$ cat config.mk
export PLATFORM = sky130hd
export DESIGN_NAME = divide_32
export DESIGN_NICKNAME = d
export VERILOG_FILES = /design/src/rtl/nla_fp32_pkg.sv /design/src/rtl/mant_div_step.sv /design/src/rtl/divide_32.sv
export SDC_FILE = /design/constraint.sdc
export NUM_CORES = 1
export LEC_CHECK = 0
export ABC_AREA = 0
export BUFFER_PORTS_ARGS = -buffer_cell sky130_fd_sc_hd__buf_4
export CAP_MARGIN = 15
export CORE_ASPECT_RATIO = 0.5
export CORE_MARGIN = 8
export CORE_UTILIZATION = 25
export DETAILED_ROUTE_END_ITERATION = 10
export PLACE_DENSITY_LB_ADDON = 0.05
export SLEW_MARGIN = 40
export SYNTH_ARGS = -nofsm -noshare
export SYNTH_HDL_FRONTEND = slang
export SYNTH_HIERARCHICAL = 1
export SYNTH_SLANG_ARGS = --single-unit
export TNS_END_PERCENT = 100
$ cat constraint.sdc
create_clock -name clk_n -period 3.8 [get_ports clk_n]
set_input_delay 0.76 -clock clk_n [delete_from_list [all_inputs] [get_ports clk_n]]
set_output_delay 0.76 -clock clk_n [all_outputs]
set_load 0.05 [all_outputs]
$ cat src/rtl/nla_fp32_pkg.sv
// Shared FP32 constants, divider state encoding and operand helpers
// for the NLA_HW floating-point datapath (multiplier and divider).
package nla_fp32_pkg;

    localparam int EXP_W = 8;
    localparam int MAN_W = 23;
    localparam int BIAS  = 127;

    localparam logic [31:0]      FP32_QNAN    = 32'h7FC0_0000;
    localparam logic [EXP_W-1:0] FP32_INF_EXP = 8'hFF;

    typedef enum logic [2:0] {
        S_IDLE,
        S_UNPACK,
        S_DIVIDE,
        S_NORM,
        S_DONE
    } div_state_e;

    // Denormals count as zero: only the exponent field matters.
    function automatic logic is_zero(input logic [31:0] x);
        return x[30:23] == '0;
    endfunction

    // Operand pairs that bypass the mantissa divider entirely.
    function automatic logic is_special(input logic [31:0] a,
                                        input logic [31:0] b);
        return (a[30:23] == FP32_INF_EXP) || (b[30:23] == FP32_INF_EXP)
            || is_zero(a) || is_zero(b);
    endfunction

endpackage

$ cat src/rtl/mant_div_step.sv
// One combinational restoring-division step on the 24-bit significand.
// Kept standalone so a pipelined variant can unroll it.
module mant_div_step
    import nla_fp32_pkg::*;
(
    input  logic [25:0] rem,
    input  logic [23:0] div,
    output logic [25:0] rem_next,
    output logic        q_bit
);

    logic [25:0] w_div_ext;
    logic [25:0] w_diff;
    logic [25:0] w_sel;

    // Subtract when the divisor fits, then shift for the next bit.
    always_comb begin
        w_div_ext = {2'b00, div};
        w_diff    = rem - w_div_ext;
        q_bit     = (rem >= w_div_ext);
        w_sel     = q_bit ? w_diff : rem;
        rem_next  = w_sel << 1;
    end

endmodule

$ cat src/rtl/divide_32.sv
// Iterative FP32 divider: one quotient bit per falling edge,
// denormals flushed to zero, result truncated toward zero.
module divide_32
    import nla_fp32_pkg::*;
(
    input  logic        clk_n,
    input  logic        rst_n,
    input  logic        in_valid,
    output logic        in_ready,
    input  logic [31:0] A,
    input  logic [31:0] B,
    output logic        out_valid,
    input  logic        out_ready,
    output logic [31:0] Result,
    output logic        div_by_zero,
    output logic        overflow
);

    div_state_e         r_state;
    div_state_e         w_state_nxt;
    logic [31:0]        r_a;
    logic [31:0]        r_b;
    logic               r_sign;
    logic signed [9:0]  r_exp;
    logic [25:0]        r_rem;
    logic [23:0]        r_div;
    logic [24:0]        r_q;
    logic [4:0]         r_cnt;
    logic [31:0]        r_result;
    logic               r_dbz;
    logic               r_ovf;
    logic               r_in_ready;

    logic               w_accept;
    logic               w_special;
    logic               w_nan;
    logic               w_sign;
    logic [25:0]        w_rem_nxt;
    logic               w_q_bit;
    logic signed [9:0]  w_exp_n;
    logic [22:0]        w_man_n;

    mant_div_step u_step (
        .rem      (r_rem),
        .div      (r_div),
        .rem_next (w_rem_nxt),
        .q_bit    (w_q_bit)
    );

    // State register.
    always_ff @(negedge clk_n) begin
        if (!rst_n) r_state <= S_IDLE;
        else        r_state <= w_state_nxt;
    end

    // Next-state logic.
    always_comb begin
        w_state_nxt = r_state;
        unique case (r_state)
            S_IDLE:   if (w_accept) w_state_nxt = S_UNPACK;
            S_UNPACK: w_state_nxt = w_special ? S_DONE : S_DIVIDE;
            S_DIVIDE: if (r_cnt == 5'd24) w_state_nxt = S_NORM;
            S_NORM:   w_state_nxt = S_DONE;
            S_DONE:   if (out_ready) w_state_nxt = S_IDLE;
            default:  w_state_nxt = S_IDLE;
        endcase
    end

    // Outputs, operand classification and normalisation.
    always_comb begin
        w_accept  = r_in_ready && in_valid;
        out_valid = (r_state == S_DONE);
        in_ready  = r_in_ready;
        w_sign    = r_a[31] ^ r_b[31];
        w_special = is_special(r_a, r_b);
        w_nan     = (r_a[30:23] == FP32_INF_EXP)
                 || (r_b[30:23] == FP32_INF_EXP)
                 || (is_zero(r_a) && is_zero(r_b));
        w_exp_n   = r_q[24] ? r_exp : r_exp - 10'sd1;
        w_man_n   = r_q[24] ? r_q[23:1] : r_q[22:0];
    end

    // Datapath registers and result/flag capture.
    always_ff @(negedge clk_n) begin
        if (!rst_n) begin
            r_a        <= '0;
            r_b        <= '0;
            r_sign     <= 1'b0;
            r_exp      <= '0;
            r_rem      <= '0;
            r_div      <= '0;
            r_q        <= '0;
            r_cnt      <= '0;
            r_result   <= '0;
            r_dbz      <= 1'b0;
            r_ovf      <= 1'b0;
            r_in_ready <= 1'b0;
        end else begin
            r_in_ready <= (w_state_nxt == S_IDLE);
            case (r_state)
                S_IDLE: begin
                    if (w_accept) begin
                        r_a      <= A;
                        r_b      <= B;
                        r_result <= '0;
                        r_dbz    <= 1'b0;
                        r_ovf    <= 1'b0;
                    end
                end
                S_UNPACK: begin
                    r_sign <= w_sign;
                    r_exp  <= $signed({2'b00, r_a[30:23]})
                            - $signed({2'b00, r_b[30:23]})
                            + $signed(10'(BIAS));
                    r_rem  <= {2'b01, r_a[MAN_W-1:0]};
                    r_div  <= {1'b1, r_b[MAN_W-1:0]};
                    r_q    <= '0;
                    r_cnt  <= '0;
                    if (w_nan) begin
                        r_result <= FP32_QNAN;
                    end else if (is_zero(r_b)) begin
                        r_result <= {w_sign, FP32_INF_EXP, 23'd0};
                        r_dbz    <= 1'b1;
                    end else if (is_zero(r_a)) begin
                        r_result <= {w_sign, 31'd0};
                    end
                end
                S_DIVIDE: begin
                    r_rem <= w_rem_nxt;
                    r_q   <= {r_q[23:0], w_q_bit};
                    r_cnt <= r_cnt + 5'd1;
                end
                S_NORM: begin
                    if (w_exp_n >= 10'sd255) begin
                        r_result <= {r_sign, FP32_INF_EXP, 23'd0};
                        r_ovf    <= 1'b1;
                    end else if (w_exp_n <= 10'sd0) begin
                        r_result <= {r_sign, 31'd0};
                    end else begin
                        r_result <= {r_sign, w_exp_n[7:0], w_man_n};
                    end
                end
                default: ;
            endcase
        end
    end

    assign Result      = r_result;
    assign div_by_zero = r_dbz;
    assign overflow    = r_ovf;

endmodule

==> metrics.log, run 1 <==
INFO  metric status = finished with violations
INFO  metric failed_checks = negative setup slack
INFO  metric fin_tns_setup = -67.7 ps
INFO  metric report.final.hold_viol_count = 0
INFO  metric postLayoutSetupSlackWorst = -67.7 ps
INFO  metric finalHoldWorstSlack = 447 ps
INFO  metric placement.cell_area = 11200 µm²
INFO  metric grt-ovfl-total = 0
INFO  metric synth_enable_flop_cells = 0
INFO  metric synth_async_sr_flop_share = 0%
INFO  metric timing_worst_slew_pin_value = 753 ps
INFO  metric ff2ff_setup_slack = 360 ps
INFO  metric place.port_buffers = 103
INFO  metric final_design_area_no_fill = 12500 µm²
INFO  metric hp-start = r_b[18]
INFO  metric synth_flop_cell = sky130_fd_sc_hd__dfxtp_1
INFO  metric critPathLaunchType = flop
INFO  metric cts_made_buffers = 17
INFO  metric routed-via-count = 9331
INFO  metric power = 5.94 mW
INFO  metric first_global_vias = 9644
INFO  metric numClockSinks = 193
INFO  metric gp_routability_congestion = 0.779
INFO  metric synth_cells = 1219
INFO  metric die-width = 297 µm
INFO  metric global_route.usage.total = 12.6%
INFO  metric rsz0062_at_grt = yes
INFO  metric avgRoutedWirePerCell = 14.4 µm
INFO  metric drc_markers = 0
INFO  metric start_util = 25.4%
INFO  metric total_switching_power = 2.19 mW
INFO  metric max_ir_drop_vdd = 0.336 mV
INFO  metric dr.pass1.iters = 5
INFO  metric worstHoldPathCells = 2
INFO  metric clock_latency = 490 ps
INFO  metric dp_worst_setup_slack = -14.6 ps
INFO  metric design.core.area = 38900 µm²
INFO  metric clockRootBuffer = sky130_fd_sc_hd__clkbuf_16
INFO  metric grt_pass1_wl = 47800 µm
INFO  metric detail_route.wirelength = 29100 µm
INFO  metric cap_viol_max_count = 0
INFO  metric ios = 104
INFO  metric floorplan.die_area = 46400 µm²
INFO  metric post_synth.cell_area_avg = 8.09 µm²
INFO  metric detailed_place_hpwl = 19800 µm
INFO  metric synth_sequential_area_ratio = 39.2%
INFO  metric critical_path.reg2reg.endpoint = r_rem[16]
INFO  metric pin_count_of_the_biggest_net_entering_global_routing = 64
INFO  metric min_path_type = flop to flop
INFO  metric powerDensity = 475 nW/µm²
INFO  metric h-tree-depth = 4
INFO  metric rows = 51
INFO  metric critical_path_arrival = 3110 ps
INFO  metric synth_cell_types = 79
INFO  metric clock_power_share = 42.4%
INFO  metric critical_path_peak_fanout = 2
INFO  metric power_frac_seq = 36.5%
INFO  metric synth.ff_latch_count = 193
INFO  metric drt.antenna.violating_nets = 0
INFO  metric p_int = 3.75 mW
INFO  metric power.share.switching = 36.9%
INFO  metric finalNetCount = 1580
INFO  metric crit_required = 3040 ps
INFO  metric clock-skew-final = 26.6 ps
INFO  metric post_drt_via_cell_ratio = 4.63
INFO  metric finalSetupViolations = 1
INFO  metric power.leakage = 5.54 nW
INFO  metric r2r-start = r_rem[0]
INFO  metric cts_hold_buf = 0
INFO  metric timing_worst_setup_path_type = flop to primary output
INFO  metric ys_warn_count = 6
INFO  metric antenna_found_initial = 0
INFO  metric clk_path_buf_depth = 2
INFO  metric combPwrFrac = 21.1%
INFO  metric syn_nets = 1325
INFO  metric r2r_cells = 14
INFO  metric clock_tree_from_tritoncts = yes
INFO  metric finalMaxSlewViolations = 0
INFO  metric antennaDiodeCount = 0
INFO  metric syn_area = 9860 µm²
INFO  metric hold-path-endpoint = r_div[18]
INFO  metric flow.area_growth_from_synthesis = 27.1%
INFO  metric final_layout_size_suffix_gt1_share = 14.9%
INFO  metric end_kind = primary output
INFO  metric clk_pin_slew = 30 ps
INFO  metric drt_iter0_markers = 426
INFO  metric relSlewSlack = 49.8%
INFO  metric die_y = 156 µm
## cell families (layout without fill, tap and decap cells)
group                      after synthesis  count (layout)  synth area share, %
and+or+nand+nor                        453             453                 20.6
AOI/OAI and AO/OA                      325             325                 21.4
DFF                                    193             193                 39.2
buffers and inverters                  133             401                 5.92
xor gates and xnor gates                42              42                 3.73
adders and majority gates               38              38                 4.98
muxes                                   34              34                 4.13
other                                    1               1               0.0380
## repair_timing
item                       in CTS  in global routing
pin swaps                       2                  0
gates resized for setup         8                  1
setup endpoints to repair       2                  2
buffers inserted                1                  0
## placed cells by master (no fill, tap or decap), drive strengths merged, types with 5 or more instances in the layout
cell type and n:
inv 250, nand2 221, dfxtp 193, a21oi 175, buf 131, nor2 91, nand3 61, a22oi 50
ha 36, mux2 32, xnor2 26, a21o 18, clkbuf 17, xor2 16, nand4 14, and3 12
o21ai 12, nor3 10, o21a 8, a31oi 8, nand2b 7, a211oi 7, o22ai 7, nor2b 7
o31a 6, or4 5, o31ai 5
## through the flow
| step | utilization (%) | cells |
|---|---|---|
| 2_1_floorplan | - | 1219 |
| 3_3_place_gp | 28.9 | 1791 |
| 3_5_place_dp | 28.9 | 1791 |
| 4_1_cts | 32.2 | 2016 |
| 5_1_grt | 32.2 | 2017 |
| 6_report | 32.2 | 2017 |
## power groups by stage
stage | logic (mW) | registers (mW) | clock network, mW
2_1_floorplan | 0.931 | 2.19 | 0.308
3_3_place_gp | 1.27 | 2.19 | 0.308
3_5_place_dp | 1.27 | 2.20 | 0.308
4_1_cts | 1.28 | 2.17 | 2.70
5_1_grt | 1.40 | 2.17 | 2.96
6_report | 1.26 | 2.17 | 2.52
## sequential cells by signal, summed over array words and instances, names as in the netlist
name         cells
r_cnt            5
r_sign           1
overflow         1
r_state          3
Result          32
r_b             32
r_div           24
div_by_zero      1
in_ready         1
r_q             25
r_rem           26
r_exp           10
r_a             32
## cell type report
| cell class | count | area, µm² |
|---|---|---|
| clock inverters | 208 | 831 |
| inverters | 45 | 171 |
| clock buffers | 17 | 425 |
| flip-flops and latches | 193 | 3870 |
| well taps | 530 | 663 |
| repair buffers | 131 | 1100 |
| fillers | 4263 | 26300 |
| multi-input cells | 893 | 5460 |
## worst max-delay path: stages, from the launching register on
cell	delay [ps]
sky130_fd_sc_hd__dfxtp_2	320
sky130_fd_sc_hd__nor2_4	100
sky130_fd_sc_hd__and2_4	170
sky130_fd_sc_hd__buf_8	140
## cell usage after synthesis, types with 3 or more instances
library cell               count  area, µm²
sky130_fd_sc_hd__o22ai_1       6       37.5
sky130_fd_sc_hd__nor2_1       90        338
sky130_fd_sc_hd__o31ai_1       4       30.0
sky130_fd_sc_hd__buf_2        11       55.1
sky130_fd_sc_hd__dfxtp_1     193       3860
sky130_fd_sc_hd__ha_1         36        450
sky130_fd_sc_hd__nand2_1     221        830
sky130_fd_sc_hd__o21ai_0      11       55.1
sky130_fd_sc_hd__mux2_4        7        105
sky130_fd_sc_hd__o21a_1        8       60.1
sky130_fd_sc_hd__o31a_1        6       52.6
sky130_fd_sc_hd__nand4_1      14       87.6
sky130_fd_sc_hd__a31oi_1       8       50.1
sky130_fd_sc_hd__nor2b_1       7       43.8
sky130_fd_sc_hd__a21oi_1     174        871
sky130_fd_sc_hd__a211oi_1      7       52.6
sky130_fd_sc_hd__o21bai_1      4       30.0
sky130_fd_sc_hd__xnor2_1      26        228
sky130_fd_sc_hd__nand3_1      61        305
sky130_fd_sc_hd__a22oi_1      50        375
sky130_fd_sc_hd__buf_1         7       26.3
sky130_fd_sc_hd__nor3_1        9       45.0
sky130_fd_sc_hd__clkbuf_1     56        210
sky130_fd_sc_hd__nand3b_1      4       30.0
sky130_fd_sc_hd__and3_1       11       68.8
sky130_fd_sc_hd__mux2_2       25        282
sky130_fd_sc_hd__a2111o_1      3       33.8
sky130_fd_sc_hd__a21o_1       17        128
sky130_fd_sc_hd__or4_1         5       37.5
sky130_fd_sc_hd__buf_6         7       78.8
sky130_fd_sc_hd__xor2_1       16        140
sky130_fd_sc_hd__a32o_1        3       30.0
sky130_fd_sc_hd__nand2b_1      7       43.8
sky130_fd_sc_hd__inv_1        45        169
sky130_fd_sc_hd__buf_4         4       30.0
sky130_fd_sc_hd__and2_1        4       25.0
## worst max-delay path by stage
stage	from	end	slack [ps]	cells past startpoint
floorplan	in_valid	r_a[0]	-2	7
global placement	in_valid	Result[24]	-8	5
detailed placement	in_valid	r_a[23]	-10	6
CTS	r_state[1]	out_valid	-110	3
global route	r_state[1]	out_valid	-120	3
finish	r_state[1]	out_valid	-70	3
## routing by layer
metal / track usage [%] / share of wire (%)
met1: 14.7 / 46
met2: 19.8 / 47
met3: 5.41 / 5.1
met4: 5.91 / 1.3
met5: 0 / 0
Note: power is estimated with default switching activity, not from simulation.
==> run 2: changes to the inputs <==
==> constraint.sdc (replaced) <==
create_clock -name clk_n -period 3.8 [get_ports clk_n]
set_input_delay 0.76 -clock clk_n [delete_from_list [all_inputs] [get_ports clk_n]]
set_output_delay 0.76 -clock clk_n [all_outputs]
set_load 0.1 [all_outputs]
==> run 2 against run 1 <==
Effect of this change:
- the run still ends with negative setup slack left
- power increased by 2.3%
- combinational power increased by 5%
- die area unchanged
- sequential share of layout area decreased by 0.56 points
- cell count increased by 0.20%
- clock skew decreased by 0.64 ps
- critical path type unchanged
- global-route usage decreased by 0.12 points
- core utilization increased by 0.61 points
- critical endpoint unchanged
- sequential cell count unchanged
- clock power increased by 3%
- first-iteration DRC count decreased by 17%
- highest routed layer unchanged
==> metrics.log, run 2 (synthesis results as in run 1) <==
INFO  metric report.final.hold_viol_count = 0 (unchanged)
INFO  metric failed_checks = negative setup slack (unchanged)
INFO  metric power.leakage = 5.61 nW (was 5.54 nW)
INFO  metric postLayoutSetupSlackWorst = -96.1 ps (was -67.7 ps)
INFO  metric critPathLaunchType = flop (unchanged)
INFO  metric placement.cell_area = 11300 µm² (was 11200 µm²)
INFO  metric clk_pin_slew = 40 ps (was 30 ps)
INFO  metric clock-skew-final = 25.9 ps (was 26.6 ps)
INFO  metric critical_path_peak_fanout = 2 (unchanged)
INFO  metric ff2ff_setup_slack = 440 ps (was 360 ps)
INFO  metric die-width = 297 µm (unchanged)
INFO  metric layout_common_cells = sky130_fd_sc_hd__inv_1, sky130_fd_sc_hd__nand2_1, sky130_fd_sc_hd__dfxtp_1 (unchanged)
INFO  metric crit_required = 3040 ps (about the same)
INFO  metric max_ir_drop_vdd = 0.308 mV (was 0.336 mV)
INFO  metric fin_tns_setup = -96.1 ps (was -67.7 ps)
INFO  metric utilization = 32.8% (was 32.2%)
INFO  metric die_y = 156 µm (unchanged)
INFO  metric powerDensity = 476 nW/µm² (was 475 nW/µm²)
INFO  metric min_path_type = flop to flop (unchanged)
INFO  metric first_global_vias = 9700 (was 9644)
INFO  metric clock_tree_from_tritoncts = yes (unchanged)
INFO  metric detailed_place_hpwl = 20300 µm (was 19800 µm)
INFO  metric grt-ovfl-total = 0 (unchanged)
INFO  metric status = finished with violations (unchanged)
INFO  metric final_layout_size_suffix_gt1_share = 15.4% (was 14.9%)
INFO  metric post-cts-setup-buffers = 0 (was 1)
INFO  metric pin_count_of_the_biggest_net_entering_global_routing = 64 (unchanged)
INFO  metric drt_iter0_markers = 352 (was 426)
INFO  metric dp_worst_setup_slack = 11.1 ps (was -14.6 ps)
INFO  metric rows = 51 (unchanged)
INFO  metric antennaDiodeCount = 0 (unchanged)
INFO  metric critical_path_arrival = 3140 ps (was 3110 ps)
INFO  metric detail_route.wirelength = 29100 µm (about the same)
INFO  metric timing_worst_setup_path_type = flop to primary output (unchanged)
INFO  metric clockRootBuffer = sky130_fd_sc_hd__clkbuf_16 (unchanged)
INFO  metric finalSetupViolations = 1 (unchanged)
INFO  metric layout.cells.most_common = sky130_fd_sc_hd__inv_1 (unchanged)
INFO  metric h-tree-depth = 4 (unchanged)
INFO  metric power = 6.08 mW (was 5.94 mW)
INFO  metric drc_markers = 0 (unchanged)
INFO  metric critical_path.reg2reg.endpoint = r_rem[12] (was r_rem[16])
INFO  metric final_instance_count_excl_fillers = 2021 (was 2017)
INFO  metric finalNetCount = 1584 (was 1580)
INFO  metric place.detailed.instances = 1797 (was 1791)
INFO  metric relSlewSlack = 51.2% (was 49.8%)
INFO  metric r2r-start = r_rem[0] (unchanged)
INFO  metric numClockSinks = 193 (unchanged)
INFO  metric routed-via-count = 9342 (was 9331)
INFO  metric final_design_area_no_fill = 12800 µm² (was 12500 µm²)
INFO  metric place.port_buffers = 103 (unchanged)
INFO  metric r2r_cells = 14 (unchanged)
INFO  metric flow.area_growth_from_synthesis = 29.5% (was 27.1%)
INFO  metric cap_viol_max_count = 0 (unchanged)
INFO  metric end_kind = primary output (unchanged)
INFO  metric cts_hold_buf = 0 (unchanged)
INFO  metric cts_made_buffers = 17 (unchanged)
INFO  metric hp-start = r_b[19] (was r_b[18])
INFO  metric hold-path-endpoint = r_div[19] (was r_div[18])
INFO  metric post_drt_via_cell_ratio = 4.62 (was 4.63)
INFO  metric rsz0062_at_grt = yes (unchanged)
INFO  metric clock_latency = 480 ps (was 490 ps)
INFO  metric floorplan.die_area = 46400 µm² (unchanged)
INFO  metric clk_path_buf_depth = 2 (unchanged)
INFO  metric ios = 104 (unchanged)
INFO  metric avgRoutedWirePerCell = 14.4 µm (about the same)
INFO  metric dr.pass1.iters = 6 (was 5)
INFO  metric finalMaxSlewViolations = 0 (unchanged)
INFO  metric timing_worst_slew_pin_value = 732 ps (was 753 ps)
INFO  metric antenna_found_initial = 0 (unchanged)
INFO  metric finalHoldWorstSlack = 447 ps (about the same)
INFO  metric gp_routability_congestion = 0.765 (was 0.779)
INFO  metric drt.antenna.violating_nets = 0 (unchanged)
INFO  metric grt_pass1_wl = 47800 µm (about the same)
INFO  metric global_route.usage.total = 12.4% (was 12.6%)
INFO  metric design.core.area = 38900 µm² (unchanged)
INFO  metric start_util = 25.4% (unchanged)
INFO  metric worstHoldPathCells = 2 (unchanged)
[run 2: cell types whose count changed in the layout (fill, tap and decap cells not counted), moves of 2 or more]
cell and delta:
sky130_fd_sc_hd__buf_6 +19, sky130_fd_sc_hd__inv_1 -3, sky130_fd_sc_hd__clkinv_8 +2, sky130_fd_sc_hd__buf_4 -23
sky130_fd_sc_hd__buf_12 +6, sky130_fd_sc_hd__buf_8 +2, sky130_fd_sc_hd__clkinv_4 +2
[run 2: final cells by class]
type	instances	area (µm²)
fill	4262	26100
multi-input combinational	893	5460
sequential	193	3870
timing repair buffer	135	1290
clock inverter	208	875
tap	530	663
clock buffer	17	425
inverter	45	171
[run 2: worst max path at each step]
| stage | startpoint | to | slack [ps] | depth (start not counted) |
|---|---|---|---|---|
| 2_1_floorplan | in_valid | r_b[0] | 5 | 7 |
| 3_3_place_gp | in_valid | Result[18] | 30 | 7 |
| 3_5_place_dp | in_valid | Result[7] | 10 | 7 |
| 4_1_cts | r_state[1] | out_valid | -150 | 3 |
| 5_1_grt | r_state[0] | out_valid | -150 | 3 |
| 6_report | r_state[0] | out_valid | -100 | 3 |
[run 2: critical path: stages, from the launching register on]
cell and delay (ps):
sky130_fd_sc_hd__dfxtp_2 320, sky130_fd_sc_hd__nor2_4 120, sky130_fd_sc_hd__and2_4 170, sky130_fd_sc_hd__buf_12 170
[run 2: layer usage]
metal | vias up | track usage (%) | share of wire [%]
met1 | 4401 | 14.5 | 47
met5 | - | 0 | 0
met3 | 38 | 4.83 | 3.6
met4 | 0 | 5.93 | 1.5
met2 | 142 | 20.2 | 47
li1 | 4761 | - | -
[run 2: what timing repair did]
| item | in CTS | in global routing |
|---|---|---|
| endpoints found under the setup margin | 7 | 22 |
| pin swaps | 2 | 2 |
| gates resized for setup | 15 | 23 |
[run 2: report_power, final]
group          switching [mW]  internal, mW
clock network            1.44          1.15
logic                   0.764         0.558
registers              0.0591          2.11
total                    2.27          3.81
==> run 3: changes to the inputs <==
ABC_CLOCK_PERIOD_IN_PS = 3800   (was not set)
TNS_END_PERCENT = 10   (was 100)
==> run 3 against run 2 <==
Effect of this change:
- the flow still finishes with violations (negative setup slack)
- clock skew decreased by 2.2 ps
- global-route usage about the same
- hold slack improved by 2.1 ps
- sequential power about the same
- largest power group unchanged
- via count about the same
- cell count decreased by 0.15%
- count of clock-buffer cells in the layout unchanged
- critical path type unchanged
==> metrics.log, run 3 (synthesis results as in run 1) <==
INFO  metric powerDensity = 482 nW/µm² (was 476 nW/µm²)
INFO  metric gp_routability_congestion = 0.774 (was 0.765)
INFO  metric antennaDiodeCount = 0 (unchanged)
INFO  metric design.core.area = 38900 µm² (unchanged)
INFO  metric floorplan.die_area = 46400 µm² (unchanged)
INFO  metric status = finished with violations (unchanged)
INFO  metric failed_checks = negative setup slack (unchanged)
INFO  metric dr.pass1.iters = 5 (was 6)
INFO  metric cap_viol_max_count = 0 (unchanged)
INFO  metric critPathLaunchType = flop (unchanged)
INFO  metric min_path_type = flop to flop (unchanged)
INFO  metric timing_worst_setup_path_type = flop to primary output (unchanged)
INFO  metric first_global_vias = 9753 (was 9700)
INFO  metric clock-skew-final = 23.7 ps (was 25.9 ps)
INFO  metric clockRootBuffer = sky130_fd_sc_hd__clkbuf_16 (unchanged)
INFO  metric finalMaxSlewViolations = 0 (unchanged)
INFO  metric avgRoutedWirePerCell = 14.4 µm (about the same)
INFO  metric die-width = 297 µm (unchanged)
INFO  metric grt_pass1_wl = 47500 µm (was 47800 µm)
INFO  metric rows = 51 (unchanged)
INFO  metric rsz0062_at_grt = yes (unchanged)
INFO  metric layout.cells.most_common = sky130_fd_sc_hd__inv_1 (unchanged)
INFO  metric die_y = 156 µm (unchanged)
INFO  metric finalNetCount = 1582 (was 1584)
INFO  metric timing_worst_slew_pin_value = 727 ps (was 732 ps)
INFO  metric grt-ovfl-total = 0 (unchanged)
INFO  metric detailed_place_hpwl = 19900 µm (was 20300 µm)
INFO  metric postLayoutSetupSlackWorst = -109 ps (was -96.1 ps)
INFO  metric drc_markers = 0 (unchanged)
INFO  metric relSlewSlack = 51.5% (was 51.2%)
INFO  metric final_layout_size_suffix_gt1_share = 15.3% (was 15.4%)
INFO  metric pin_count_of_the_biggest_net_entering_global_routing = 83 (was 64)
INFO  metric cts_hold_buf = 0 (unchanged)
INFO  metric dp_worst_setup_slack = 22.1 ps (was 11.1 ps)
INFO  metric power.leakage = 5.59 nW (was 5.61 nW)
INFO  metric place.port_buffers = 103 (unchanged)
INFO  metric fillerInstances = 4260 (was 4262)
INFO  metric post_drt_via_cell_ratio = 4.63 (was 4.62)
INFO  metric end_kind = primary output (unchanged)
INFO  metric place.detailed.instances = 1793 (was 1797)
INFO  metric critical_path_arrival = 3150 ps (was 3140 ps)
INFO  metric layout_common_cells = sky130_fd_sc_hd__inv_1, sky130_fd_sc_hd__nand2_1, sky130_fd_sc_hd__dfxtp_1 (unchanged)
INFO  metric worstHoldPathCells = 2 (unchanged)
INFO  metric clock_tree_from_tritoncts = yes (unchanged)
INFO  metric ios = 104 (unchanged)
INFO  metric drt.antenna.violating_nets = 0 (unchanged)
INFO  metric global_route.usage.total = 12.4% (about the same)
INFO  metric antenna_found_initial = 0 (unchanged)
INFO  metric report.final.hold_viol_count = 0 (unchanged)
INFO  metric start_util = 25.4% (unchanged)
INFO  metric max_ir_drop_vdd = 0.335 mV (was 0.308 mV)
INFO  metric clock_latency = 490 ps (was 480 ps)
INFO  metric finalSetupViolations = 1 (unchanged)
INFO  metric cts_made_buffers = 17 (unchanged)
INFO  metric clk_pin_slew = 30 ps (was 40 ps)
INFO  metric clk_path_buf_depth = 2 (unchanged)
INFO  metric h-tree-depth = 4 (unchanged)
INFO  metric r2r_cells = 14 (unchanged)
INFO  metric flow.area_growth_from_synthesis = 29.2% (was 29.5%)
INFO  metric final_instance_count_excl_fillers = 2018 (was 2021)
INFO  metric critical_path_peak_fanout = 2 (unchanged)
INFO  metric routed-via-count = 9339 (was 9342)
INFO  metric numClockSinks = 193 (unchanged)
INFO  metric detail_route.wirelength = 29000 µm (was 29100 µm)
INFO  metric crit_required = 3040 ps (about the same)
INFO  metric drt_iter0_markers = 450 (was 352)
## run 3: cell type report
cell class,count,area [µm²],area share [%]
clock buffers,17,425,3.34
flip-flops and latches,193,3870,30.4
multi-input cells,893,5470,43.0
repair buffers,133,1230,9.68
clock inverters,207,901,7.08
inverters,45,171,1.35
well taps,530,663,5.21
## run 3: final timing paths
path                   start   endpoint  slack [ps]
setup / recovery  r_state[0]  out_valid        -110
hold / removal       r_b[18]  r_div[18]         450
setup reg to reg    r_rem[0]  r_rem[16]         350
hold reg to reg      r_b[18]  r_div[18]         450
## run 3: critical path, cell delays in order (launching register included)
cell                      delay, ps
sky130_fd_sc_hd__dfxtp_2        320
sky130_fd_sc_hd__nor2_4         120
sky130_fd_sc_hd__and2_4         170
sky130_fd_sc_hd__buf_12         170
## run 3: timing repair
| action | in CTS | in global routing |
|---|---|---|
| setup buffers | 1 | 1 |
| pin swaps | 2 | 2 |
| resized for setup | 18 | 22 |
| endpoints found under the setup margin | 9 | 24 |
## run 3: per-stage QoR
step	total power [mW]	instance area [µm²]	util [%]	TNS (ps)	hold WS [ps]
global placement	3.80	11200	28.9	0	449
CTS	6.34	12600	32.5	-158	456
global route	6.72	12700	32.8	-174	469
floorplan	3.46	9860	-	-109	432
finish	6.14	12700	32.8	-109	450
detailed placement	3.80	11200	28.9	0	452
## run 3: layer usage
metal | part of all wire, % | vias up | global-route usage [%] | wire, µm
li1 | - | 4766 | - | -
met1 | 47 | 4381 | 14.3 | 13600
met2 | 48 | 156 | 20.2 | 13800
met3 | 4.0 | 36 | 4.98 | 1170
met4 | 1.4 | 0 | 6.00 | 392
met5 | 0 | - | 0 | 0
## run 3: power by group
part           switching (mW)  total, mW  internal, mW
logic                   0.769       1.30         0.530
clock network            1.46       2.67          1.21
registers              0.0599       2.17          2.11
total                    2.29       6.14          3.85
